**config.mk**
```make
export PLATFORM = sky130hd
export DESIGN_NAME = muldiv_unit
export DESIGN_NICKNAME = d
export VERILOG_FILES = /design/src/rtl/muldiv_unit_pkg.sv /design/src/rtl/muldiv_div_step.sv /design/src/rtl/muldiv_unit.sv
export SDC_FILE = /design/constraint.sdc
export NUM_CORES = 1
export LEC_CHECK = 0
export CORE_MARGIN = 3
export CORE_UTILIZATION = 40
export DETAILED_ROUTE_END_ITERATION = 12
export GPL_TIMING_DRIVEN = 0
export PLACE_DENSITY_LB_ADDON = 0.25
export RECOVER_POWER = 50
export SYNTH_ARGS = -nofsm -noshare
export SYNTH_HDL_FRONTEND = slang
export SYNTH_SLANG_ARGS = --single-unit
```
**constraint.sdc**
```tcl
create_clock -name clk -period 4.01 [get_ports clk]
set_input_delay 0.401 -clock clk [delete_from_list [all_inputs] [get_ports clk]]
set_output_delay 0.401 -clock clk [all_outputs]
set_load 0.05 [all_outputs]
```
**src/rtl/muldiv_unit_pkg.sv**
```systemverilog
// Shared definitions for the iterative multiply/divide/modulo engine.
// Holds the alu_op encodings used by the control unit, the unit state
// encoding, the default datapath width and an op-decode helper.
// Optional feature macro used by muldiv_unit: MULDIV_EARLY_TERM_EN.
package muldiv_unit_pkg;

  localparam int WIDTH_DEFAULT = 16;

  localparam logic [4:0] OP_MUL = 5'd7;
  localparam logic [4:0] OP_DIV = 5'd2;
  localparam logic [4:0] OP_MOD = 5'd5;

  typedef enum logic [1:0] {
    IDLE = 2'd0,
    RUN  = 2'd1,
    DONE = 2'd2
  } state_t;

  // True for the alu_op codes this unit executes.
  function automatic logic is_muldiv_op(input logic [4:0] op);
    case (op)
      OP_MUL, OP_DIV, OP_MOD: return 1'b1;
      default:                return 1'b0;
    endcase
  endfunction

endpackage

```
**src/rtl/muldiv_div_step.sv**
```systemverilog
// One combinational restoring-division step.
// Ports:
//   rem_in  - current partial remainder (always < divisor, or divisor is 0)
//   dvd_bit - next dividend bit shifted in from the top
//   divisor - divisor
//   rem_out - partial remainder after this step
//   q_bit   - quotient bit produced by this step
// With divisor 0 every trial subtract succeeds, so repeated steps yield an
// all-ones quotient and a remainder equal to the dividend.
module muldiv_div_step
  import muldiv_unit_pkg::*;
#(
  parameter int WIDTH = WIDTH_DEFAULT
) (
  input  logic [WIDTH-1:0] rem_in,
  input  logic             dvd_bit,
  input  logic [WIDTH-1:0] divisor,
  output logic [WIDTH-1:0] rem_out,
  output logic             q_bit
);

  logic [WIDTH:0] trial_s;
  logic [WIDTH:0] diff_s;

  // Trial subtract; restore (keep shifted value) when it would go negative.
  always_comb begin
    trial_s = {rem_in, dvd_bit};
    diff_s  = trial_s - {1'b0, divisor};
    rem_out = trial_s[WIDTH-1:0];
    q_bit   = 1'b0;
    if (trial_s >= {1'b0, divisor}) begin
      rem_out = diff_s[WIDTH-1:0];
      q_bit   = 1'b1;
    end else begin
      rem_out = trial_s[WIDTH-1:0];
      q_bit   = 1'b0;
    end
  end

endmodule

```
**src/rtl/muldiv_unit.sv**
```systemverilog
// Iterative unsigned multiply / divide / modulo engine driven by the
// control unit's start strobe and alu_op (MUL=7, DIV=2, MOD=5).
// Ports:
//   clk, rst            - clock (rising edge), async active-high reset
//   start, alu_op       - launch strobe and op select, sampled in IDLE only
//   op_a, op_b          - multiplicand/dividend, multiplier/divisor
//   result              - product low half, quotient or remainder (registered)
//   done_mul/div/mod    - one-cycle completion strobes
//   busy                - high in RUN and DONE
//   mul_ovf, div_zero   - product high half non-zero / divisor was zero
// Optional feature: define MULDIV_EARLY_TERM_EN to let MUL finish once the
// remaining multiplier bits are zero, and DIV/MOD by zero skip RUN.
module muldiv_unit
  import muldiv_unit_pkg::*;
#(
  parameter int WIDTH = WIDTH_DEFAULT
) (
  input  logic             clk,
  input  logic             rst,
  input  logic             start,
  input  logic [4:0]       alu_op,
  input  logic [WIDTH-1:0] op_a,
  input  logic [WIDTH-1:0] op_b,
  output logic [WIDTH-1:0] result,
  output logic             done_mul,
  output logic             done_div,
  output logic             done_mod,
  output logic             busy,
  output logic             mul_ovf,
  output logic             div_zero
);

  localparam int CNT_W = $clog2(WIDTH + 1);
  localparam logic [CNT_W-1:0] CNT_LAST = CNT_W'(WIDTH);

  state_t             state_r;
  logic [4:0]         op_r;
  logic [CNT_W-1:0]   count_r;
  // MUL: product accumulator; DIV/MOD: low half holds the partial remainder.
  logic [2*WIDTH-1:0] acc_r;
  logic [2*WIDTH-1:0] mcand_r;
  // MUL: remaining multiplier bits; DIV/MOD: dividend shifting out, quotient shifting in.
  logic [WIDTH-1:0]   lo_r;
  logic [WIDTH-1:0]   b_r;

  logic [WIDTH-1:0]   rem_next_s;
  logic               q_bit_s;
  logic               finish_s;
  logic [WIDTH-1:0]   result_next_s;
  logic               ovf_next_s;
  logic               dz_next_s;

  muldiv_div_step #(.WIDTH(WIDTH)) u_div_step (
    .rem_in  (acc_r[WIDTH-1:0]),
    .dvd_bit (lo_r[WIDTH-1]),
    .divisor (b_r),
    .rem_out (rem_next_s),
    .q_bit   (q_bit_s)
  );

  // RUN ends after WIDTH iterations (or early for MUL when enabled).
  always_comb begin
    finish_s = (count_r == CNT_LAST);
`ifdef MULDIV_EARLY_TERM_EN
    if ((op_r == OP_MUL) && (count_r != {CNT_W{1'b0}}) && (lo_r == {WIDTH{1'b0}})) begin
      finish_s = 1'b1;
    end else begin
      finish_s = (count_r == CNT_LAST);
    end
`endif
  end

  // Select the values captured into the output registers on entry to DONE.
  always_comb begin
    result_next_s = acc_r[WIDTH-1:0];
    ovf_next_s    = 1'b0;
    dz_next_s     = 1'b0;
    case (op_r)
      OP_MUL: begin
        result_next_s = acc_r[WIDTH-1:0];
        ovf_next_s    = |acc_r[2*WIDTH-1:WIDTH];
      end
      OP_DIV: begin
        result_next_s = lo_r;
        dz_next_s     = (b_r == {WIDTH{1'b0}});
      end
      OP_MOD: begin
        result_next_s = acc_r[WIDTH-1:0];
        dz_next_s     = (b_r == {WIDTH{1'b0}});
      end
      default: begin
        result_next_s = acc_r[WIDTH-1:0];
      end
    endcase
  end

  // Control FSM, datapath iteration and registered outputs.
  always_ff @(posedge clk or posedge rst) begin
    if (rst) begin
      state_r  <= IDLE;
      op_r     <= 5'd0;
      count_r  <= {CNT_W{1'b0}};
      acc_r    <= {(2*WIDTH){1'b0}};
      mcand_r  <= {(2*WIDTH){1'b0}};
      lo_r     <= {WIDTH{1'b0}};
      b_r      <= {WIDTH{1'b0}};
      result   <= {WIDTH{1'b0}};
      done_mul <= 1'b0;
      done_div <= 1'b0;
      done_mod <= 1'b0;
      busy     <= 1'b0;
      mul_ovf  <= 1'b0;
      div_zero <= 1'b0;
    end else begin
      done_mul <= 1'b0;
      done_div <= 1'b0;
      done_mod <= 1'b0;
      case (state_r)
        IDLE: begin
          if (start && is_muldiv_op(alu_op)) begin
            op_r     <= alu_op;
            count_r  <= {CNT_W{1'b0}};
            mul_ovf  <= 1'b0;
            div_zero <= 1'b0;
            busy     <= 1'b1;
            acc_r    <= {(2*WIDTH){1'b0}};
            b_r      <= op_b;
            if (alu_op == OP_MUL) begin
              mcand_r <= {{WIDTH{1'b0}}, op_a};
              lo_r    <= op_b;
            end else begin
              mcand_r <= {(2*WIDTH){1'b0}};
              lo_r    <= op_a;
            end
`ifdef MULDIV_EARLY_TERM_EN
            if ((alu_op != OP_MUL) && (op_b == {WIDTH{1'b0}})) begin
              state_r  <= DONE;
              result   <= (alu_op == OP_DIV) ? {WIDTH{1'b1}} : op_a;
              div_zero <= 1'b1;
              done_div <= (alu_op == OP_DIV);
              done_mod <= (alu_op == OP_MOD);
            end else begin
              state_r <= RUN;
            end
`else
            state_r <= RUN;
`endif
          end else begin
            state_r <= IDLE;
          end
        end
        RUN: begin
          if (finish_s) begin
            state_r  <= DONE;
            result   <= result_next_s;
            mul_ovf  <= ovf_next_s;
            div_zero <= dz_next_s;
            done_mul <= (op_r == OP_MUL);
            done_div <= (op_r == OP_DIV);
            done_mod <= (op_r == OP_MOD);
          end else begin
            count_r <= count_r + 1'b1;
            if (op_r == OP_MUL) begin
              if (lo_r[0]) begin
                acc_r <= acc_r + mcand_r;
              end else begin
                acc_r <= acc_r;
              end
              mcand_r <= {mcand_r[2*WIDTH-2:0], 1'b0};
              lo_r    <= {1'b0, lo_r[WIDTH-1:1]};
            end else begin
              acc_r <= {{WIDTH{1'b0}}, rem_next_s};
              lo_r  <= {lo_r[WIDTH-2:0], q_bit_s};
            end
          end
        end
        DONE: begin
          state_r <= IDLE;
          busy    <= 1'b0;
        end
        default: begin
          state_r <= IDLE;
          busy    <= 1'b0;
        end
      endcase
    end
  end

endmodule

```
==> After elaboration in Yosys (flattened, before gate mapping) <==
Index checks and enable logic that the tools add are counted.
Widths: inputs -> output; s select.
{ "totals": {"regBits": 130, "inputBits": 40, "out_inout_bits": 22, "wordCells": 87} }
{ "op_classes": {"addsub": 3, "magnitude_cmp": 1, "eq_ne": 13, "n_mux": 41, "bitwise": 1, "reduce_logical": 14} }
{ "ops": {"columns": ["cell", "n"], "rows": [
  ["$mux 32", 7],
  ["$pmux 32 s2", 2],
  ["$mux 16", 7],
  ["$add 32x32->32", 1],
  ["$pmux 16 s2", 1],
  ["$eq 5x3->1 const B", 4],
  ["$ge 17x16->1", 1],
  ["$logic_not 16->1", 1],
  ["$mux 1", 16],
  ["$reduce_or 16->1", 1],
  ["$sub 16x16->16", 1],
  ["$eq 5x2->1 const B", 2],
  ["$mux 5", 2],
  ["$pmux 5 s2", 1],
  ["$ne 2x2->1 const B", 4],
  ["$reduce_and 4->1", 2],
  ["$pmux 1 s2", 3],
  ["$reduce_and 2->1", 3],
  ["$reduce_and 3->1", 2],
  ["$add 5x1->5 const B", 1],
  ["$eq 5x5->1 const B", 1],
  ["$pmux 2 s2", 1],
  ["$ne 3x3->1 const B", 1],
  ["$reduce_or 3->1", 1],
  ["other kinds (7)", 7]
]} }

==> Logic depth before layout (Yosys ltp) <==
Gate-level depths: netlist of run 1.
{ "depth": {"ltp_word": 7, "ltp_mapped": 13, "ltp_nobuf": 12} }

==> By module <==
A second synthesis of run 1 with hierarchy kept.
{ "hier_totals": {"cells_unflattened": 1027, "hier_area_um2": 8798.4} }
{ "by_module_without_submodules": {"columns": ["module", "instances", "cells_per_inst", "area_per_inst_um2", "seq_area_each_um2"], "rows": [
  ["muldiv_unit", 1, 870, 7568.5, 3253.1],
  ["muldiv_div_step", 1, 157, 1229.9, 0.0]
]} }

==> Least setup slack after synthesis of run 1 <==
Ideal clock, no wire load.
{ "synth_path": {"kind": "register -> register", "startpoint": "register lo_r[15]", "endpoint": "register acc_r[10]", "setup_ns": 0.126, "arrival_ns": 2.552, "required_ns": 3.884, "setup_slack_ns": 1.332, "path_stages_with_launch": 12, "path_buffers": 0, "period_less_slack_ns": 2.678, "path_cell_list": "dfrtp_1 > inv_1 > ha_1 > inv_1 > fa_1 > a21o_1 > a21o_1 > a2111oi_0 > o31a_1 > xnor2_1 > nor3_1 > a311o_1"} }
{ "synth_between": {"elab_chain_len": 5, "word_cells_on_any_way": 6, "classes_between": "add/sub: 1; order compare: 1; mux: 4"} }
{ "synth_rtl": {"columns": ["element", "line", "rtl"], "rows": [
  ["from (decl)", "muldiv_unit.sv:43", "logic [WIDTH-1:0] lo_r;"],
  ["from (signal assigned)", "muldiv_unit.sv:105", "lo_r <= {WIDTH{1'b0}};"],
  ["from (signal assigned)", "muldiv_unit.sv:130", "lo_r <= op_b;"],
  ["from (signal assigned)", "muldiv_unit.sv:133", "lo_r <= op_a;"],
  ["$sub 16x16->16 / $ge 17x16->1 (equally long branches)", "muldiv_div_step.sv:28, muldiv_div_step.sv:31", null],
  ["$mux 16 (*)", "muldiv_div_step.sv:31", "if (trial_s >= {1'b0, divisor}) begin"],
  ["$mux 32 (*)", "muldiv_unit.sv:163", "if (op_r == OP_MUL) begin"],
  ["$mux 32 (*)", "muldiv_unit.sv:153", "if (finish_s) begin"],
  ["$pmux 32 s2 (*)", "muldiv_unit.sv:118", "case (state_r)"],
  ["to (signal assigned)", "muldiv_unit.sv:126", "acc_r <= {(2*WIDTH){1'b0}};"],
  ["to (signal assigned)", "muldiv_unit.sv:165", "acc_r <= acc_r + mcand_r;"],
  ["to (signal assigned)", "muldiv_unit.sv:167", "acc_r <= acc_r;"],
  ["to (decl)", "muldiv_unit.sv:40", "logic [2*WIDTH-1:0] acc_r;"]
]} }
Mark *: on every way between the ends. The rest lies on a longest branch, timed or not. The select of a mux whose other input is x is not followed.
A chain may end at the register's enable or synchronous reset.

==> Worst setup path in the final report of run 1 <==
{ "layout_path": {"startpoint": "register lo_r[15]", "endpoint": "register acc_r[12]"} }
The elaborated chain is that of the path after synthesis.

==> impl_metrics.json, run 1 <==
{
  "p_int_w": 0.00400,
  "power_density_nw_per_um2": 719,
  "endpoint_kind": "register",
  "finalCoreUtilization": 0.489,
  "initial_core_util": 0.410,
  "crit_family": "compound AO/OA/AOI/OAI gates",
  "finClkSkew_ns": 0.00513,
  "grt_overflow": 0,
  "cp_max_fo": 4,
  "num_rows": 52,
  "rsz0062_at_grt": "false",
  "dp.cells": 1315,
  "cts_buffers": 17,
  "synth_flop_cell": "dfrtp_1",
  "grt_pass1_wl_mm": 40.1,
  "worst_setup_path_start_kind": "register",
  "worstPathRequired_ns": 4.36,
  "multi_input_comb_area_um2": 4780,
  "fp.dieW_um": 151,
  "worst_slack_ns": 0.778,
  "cp.buffers_inverters": 2,
  "slowest_stage": "a2111oi_0",
  "period_minus_slack_ns": 3.23,
  "regArea_um2": 3250,
  "synth_area_leaders": "dfrtp_1 39%, nand2_1 8.0%, ha_1 7.3%, o21ai_0 5.6%, a21oi_1 4.9%",
  "cts_root_buffer": "clkbuf_16",
  "drtIter0Drc": 463,
  "maxSlewViolCount": 67,
  "holdBufCountCts": 0,
  "grt_pass1_vias": 7326,
  "wire_per_inst_um": 18.9,
  "critPathCapture": "acc_r[12]",
  "place_congestion": 1.02,
  "setup_viol": 0,
  "synth_seq_cells": 130,
  "crit_type": "register to register",
  "synth_cell_types": 67,
  "netlist_area_um2": 8350,
  "grt_util_all_layers": 0.230,
  "diodes": 0,
  "vias_per_cell": 5.73,
  "comb_power_share": 0.473,
  "total_power_w": 0.00716,
  "ir_worst_vdd_mv": 0.332,
  "ys_seq_area_frac": 0.389,
  "ff2ff_path_depth": 12,
  "cts_tree": "yes",
  "synth_top_area_frac": 0.389,
  "worst_ep_arrival_time_ns": 3.58,
  "drt_wl_total_mm": 25.5,
  "ant_nets": 0,
  "synth_enable_flop_cells": 0,
  "ys_async_sr_fraction": 1.00,
  "synthTopCellsByCount": "179 x nand2_1, 130 x dfrtp_1, 93 x o21ai_0",
  "syn_avg_cell_area_um2": 8.50,
  "dpl.hpwl_mm": 19.7,
  "die_area_um2": 22700,
  "cts_sinks": 130,
  "leakage_nw": 4.63,
  "cp_cell_sequence": "inv_1 > ha_1 > inv_1 > fa_1 > a21o_1 > a21o_1 > a2111oi_0 > o31a_1 > a31oi_1 > o31ai_1 > mux2i_1 > a21oi_1",
  "fin_nets": 1155,
  "io_pins": 62,
  "antenna_found_initial": 0,
  "finalNonFillerCells": 1347,
  "nFillCells": 1973,
  "period_share": 0.806,
  "seq_power_share": 0.294,
  "r2r-start": "lo_r[15]",
  "clkPwrFrac": 0.233,
  "path_clk_slew_ns": 0.06,
  "synth_most_common_cell": "nand2_1",
  "critPathMaxStageDelay_ns": 0.64,
  "min_path_type": "register to register",
  "drive_above_1_share": 0.0436,
  "startpoint": "lo_r[15]",
  "synth_area_leader_cell": "dfrtp_1",
  "synthesis.nets": 1074,
  "yosysWarningCount": 0,
  "max-cap-violations": 1,
  "tightest_slew_ns": 2.60,
  "drcViolationCount": 0,
  "via_count": 7712,
  "ctsHtreeMaxLevel": 4,
  "io_buffers": 61,
  "ff2ff_setup_slack_ns": 0.78,
  "syn2layout_area_growth_pct": 19.2,
  "grt_max_degree": 68,
  "path_depth": 12,
  "r2r_end": "acc_r[12]",
  "p_sw_w": 0.00316,
  "switching_share": 0.442,
  "die_y_um": 151,
  "finalHoldViolations": 0,
  "cts_setup_buffers": 0,
  "pre_cts_ws_ns": 0.819,
  "max_freq_ghz": 0.309,
  "violations": "capacitance limit, slew limit",
  "clockBufferDepth": 2,
  "slew_headroom": -0.731,
  "fp.coreArea_um2": 20400,
  "dr.pass1.iters": 7,
  "clk_latency_ns": 0.43,
  "cts_resized": 0,
  "status": "finished with violations",
  "synthCells": 983
}
-- final cells by class --
| cell class | count | area share |
|---|---|---|
| plain buffers | 47 | 0.0183 |
| clock buffers | 19 | 0.0445 |
| clock inverters | 13 | 0.0185 |
| inverters | 38 | 0.0143 |
| multi-input cells | 768 | 0.480 |
| flip-flops and latches | 130 | 0.327 |
| well taps | 270 | 0.0339 |
| repair buffers | 62 | 0.0641 |
-- flip-flops by register name, summed over array words and instances (netlist names) --
| name | count |
|---|---|
| busy | 1 |
| mcand_r | 32 |
| done_div | 1 |
| done_mod | 1 |
| state_r | 2 |
| done_mul | 1 |
| mul_ovf | 1 |
| lo_r | 16 |
| count_r | 5 |
| result | 16 |
| b_r | 16 |
| op_r | 5 |
| div_zero | 1 |
| acc_r | 32 |
-- per-stage QoR --
stage                     hold slack, ns  TNS [ns]  area (µm²)
after floorplan                    0.454         0        8350
after global placement             0.460   -238.87        9300
after detailed placement           0.472         0        9340
after CTS                          0.466         0        9960
after global routing               0.492         0        9960
final                              0.475         0        9960
-- cell usage in the layout, fill, tap and decap left out, types with 4 or more instances in the layout --
cell type / instances
nor2b_1: 4
o221ai_1: 6
a31oi_1: 10
xnor2_1: 22
nor3_1: 15
nand2_1: 179
nand3_1: 27
a22o_1: 17
o211ai_1: 6
o21ai_0: 93
dfrtp_1: 130
xor2_1: 20
and3_1: 9
a22oi_1: 4
ha_1: 49
inv_1: 38
nor4_1: 8
bufinv_16: 4
mux2i_1: 27
nand4_1: 12
a21oi_1: 82
nor2_1: 59
nand2b_1: 8
clkbuf_16: 17
a21o_1: 36
o21a_1: 5
clkbuf_1: 42
o31ai_1: 7
clkdlybuf4s50_1: 59
-- worst min path at each step --
stage / start / end / slack [ns] / cells past startpoint
3_5_place_dp: result[14] / result[14] / 0.47 / 2
4_1_cts: rst / result[15] / 0.47 / 2
2_1_floorplan: op_r[3] / op_r[3] / 0.45 / 1
6_report: result[13] / result[13] / 0.48 / 2
3_3_place_gp: div_zero / div_zero / 0.46 / 2
5_1_grt: result[13] / result[13] / 0.49 / 2
-- tightest hold or removal path, delay by kind of cell, from the launching register on --
| kind | cells | cell delay (ns) |
|---|---|---|
| flip-flops | 1 | 0.34 |
| AO/OA/AOI/OAI | 1 | 0.06 |
| AND/OR/NAND/NOR | 1 | 0.04 |
-- power groups by stage --
stage / Clock (W) / Sequential, W / Combinational [W]
floorplan: 0 / 0.00215 / 0.00231
CTS: 0.00168 / 0.00209 / 0.00337
finish: 0.00166 / 0.00210 / 0.00339
detailed placement: 0 / 0.00211 / 0.00335
global placement: 0 / 0.00211 / 0.00330
global route: 0.00175 / 0.00214 / 0.00375
-- layer usage --
| metal | part of all wire | global-route usage | up-vias | wire length (µm) |
|---|---|---|---|---|
| met2 | 0.45 | 0.358 | 274 | 11400 |
| met3 | 0.066 | 0.0340 | 54 | 1680 |
| met1 | 0.45 | 0.323 | 3700 | 11500 |
| met5 | 0 | 0 | - | 0 |
| met4 | 0.033 | 0.0910 | 0 | 833 |
| li1 | - | - | 3684 | - |
-- kinds of logic after synthesis --
| family | after synthesis | share of synthesized area |
|---|---|---|
| buffers and inverters | 85 | 0.0389 |
| AOI/OAI and AO/OA | 309 | 0.238 |
| and+or+nand+nor | 338 | 0.178 |
| DFF | 130 | 0.389 |
| xor gates and xnor gates | 42 | 0.0440 |
| adders and majority gates | 51 | 0.0782 |
| muxes | 28 | 0.0337 |
Power figures use the tool's default switching activity.
==> inputs of run 2 (changes only) <==
==> constraint.sdc (replaced) <==
create_clock -name clk -period 3.05 [get_ports clk]
set_input_delay 0.305 -clock clk [delete_from_list [all_inputs] [get_ports clk]]
set_output_delay 0.305 -clock clk [all_outputs]
set_load 0.05 [all_outputs]
==> impl_metrics.json, run 2 (same netlist as run 1, synthesis figures left out) <==
{
  "die_area_um2": 22700,
  "mostFrequentLayoutCell": "nand2_1",
  "hold_depth": 2,
  "ant_nets": 0,
  "drcViolationCount": 0,
  "max-cap-violations": 0,
  "holdBufCountCts": 0,
  "switching_share": 0.446,
  "crit_type": "register to register",
  "power_density_nw_per_um2": 940,
  "hp-start": "result[12]",
  "fin_nets": 1160,
  "top_regs": "acc_r (32), mcand_r (32)",
  "io_pins": 62,
  "vias_per_cell": 5.71,
  "cp.buffers_inverters": 0,
  "ir_worst_vdd_mv": 0.346,
  "antenna_found_initial": 0,
  "min_path_type": "register to register",
  "pre_cts_ws_ns": -0.0508,
  "clockBufferDepth": 2,
  "worst_ep_arrival_time_ns": 3.27,
  "worst_slack_ns": 0.0925,
  "dr.pass1.iters": 5,
  "initial_core_util": 0.410,
  "ff2ff_path_depth": 9,
  "status": "finished clean",
  "grt_pass1_vias": 7326,
  "place_congestion": 1.05,
  "comb_power_share": 0.494,
  "drive_above_1_share": 0.0593,
  "cts_sinks": 130,
  "finalCoreUtilization": 0.491,
  "setup_viol": 0,
  "num_rows": 52,
  "cts_buffers": 17,
  "fp.coreArea_um2": 20400,
  "via_count": 7708,
  "maxSlewViolCount": 0,
  "period_share": 0.970,
  "grt_pass1_wl_mm": 39.8,
  "cp_cell_sequence": "ha_1 > a21o_1 > a21o_1 > a2111oi_4 > nand4_1 > a21oi_1 > o221ai_1 > xor2_1 > a22o_1",
  "clk_latency_ns": 0.43,
  "r2r-start": "acc_r[12]",
  "die_y_um": 151,
  "syn2layout_area_growth_pct": 19.8,
  "worstPathRequired_ns": 3.36,
  "clkPwrFrac": 0.211,
  "io_buffers": 61,
  "fp.dieW_um": 151,
  "path_clk_slew_ns": 0.06,
  "diodes": 0,
  "dpl.hpwl_mm": 19.7,
  "finClkSkew_ns": 0.00863,
  "tightest_slew_ns": 1.43,
  "critPathMaxStageDelay_ns": 0.49,
  "drtIter0Drc": 553,
  "grt_max_degree": 40,
  "seq_power_share": 0.295,
  "holdWs_ns": 0.473,
  "max_freq_ghz": 0.338,
  "final_cell_mix": "179 x nand2_1, 128 x dfrtp_1, 92 x o21ai_0",
  "ctsHtreeMaxLevel": 4,
  "stdcell_area_um2": 10000,
  "p_sw_w": 0.00419,
  "leakage_nw": 4.64,
  "slew_headroom": 0.0423,
  "cts_root_buffer": "clkbuf_16",
  "crit_family": "compound AO/OA/AOI/OAI gates",
  "grt_util_all_layers": 0.228,
  "endpoint_kind": "register",
  "period_minus_slack_ns": 2.96,
  "drt_wl_total_mm": 25.4,
  "wire_per_inst_um": 18.8,
  "startpoint": "acc_r[12]",
  "worst_setup_path_start_kind": "register",
  "grt_overflow": 0,
  "p_int_w": 0.00521,
  "cp_max_fo": 6,
  "finalHoldViolations": 0,
  "path_depth": 9,
  "crit_top_cell": "a21o_1",
  "cts_tree": "yes",
  "slowest_stage": "dfrtp_2",
  "place_area_um2": 9370
}
## run 2: worst register-to-register path: stages, from the launching register on
cell	delay [ns]
dfrtp_2	0.49
ha_1	0.40
a21o_1	0.22
a21o_1	0.22
a2111oi_4	0.42
nand4_1	0.20
a21oi_1	0.32
o221ai_1	0.19
xor2_1	0.18
a22o_1	0.20
## run 2: power by group through the flow
stage          combinational (W)  clock [W]  sequential (W)
3_5_place_dp             0.00442          0         0.00277
3_3_place_gp             0.00433          0         0.00277
5_1_grt                  0.00513    0.00207         0.00282
4_1_cts                  0.00446    0.00199         0.00275
6_report                 0.00465    0.00198         0.00277
2_1_floorplan            0.00304          0         0.00283
## run 2: what timing repair did
action	4_1_cts	5_1_grt
buffers inserted	0	3
hold endpoints to repair	0	0
pin swaps	1	3
gates cloned	0	0
resized for setup	3	16
endpoints found under the setup margin	3	46
## run 2: layout make-up
type,instances,area [µm²]
Sequential cell,130,3260
Buffer,47,190
Inverter,38,144
Clock buffer,20,447
Timing Repair Buffer,67,683
Multi-Input combinational cell,768,4830
Fill cell,1956,10400
Clock inverter,10,113
Tap cell,270,338
## run 2: metrics by stage
step                      TNS (ns)  total power [W]  std cells
after global routing      -0.00552           0.0100       1350
after global placement      -14.87          0.00710       1314
final                            0          0.00940       1350
after CTS                        0          0.00920       1347
after floorplan                  0          0.00586        983
after detailed placement   -0.0799          0.00719       1317
## run 2: per-layer routing
| metal | track usage | part of all wire | vias to the layer above | wire length (µm) |
|---|---|---|---|---|
| met4 | 0.0929 | 0.036 | 0 | 909 |
| li1 | - | - | 3694 | - |
| met5 | 0 | 0 | - | 0 |
| met1 | 0.307 | 0.44 | 3695 | 11200 |
| met2 | 0.356 | 0.45 | 257 | 11400 |
| met3 | 0.0485 | 0.076 | 62 | 1940 |
## run 2: worst paths after layout
| path | endpoint | slack (ns) |
|---|---|---|
| max | acc_r[27] | 0.09 |
| min in group asynchronous | result[14] | 0.65 |
| max reg2reg | acc_r[27] | 0.09 |
| min | result[12] | 0.47 |
| max in group asynchronous | acc_r[12] | 0.51 |
| min reg2reg | result[12] | 0.47 |
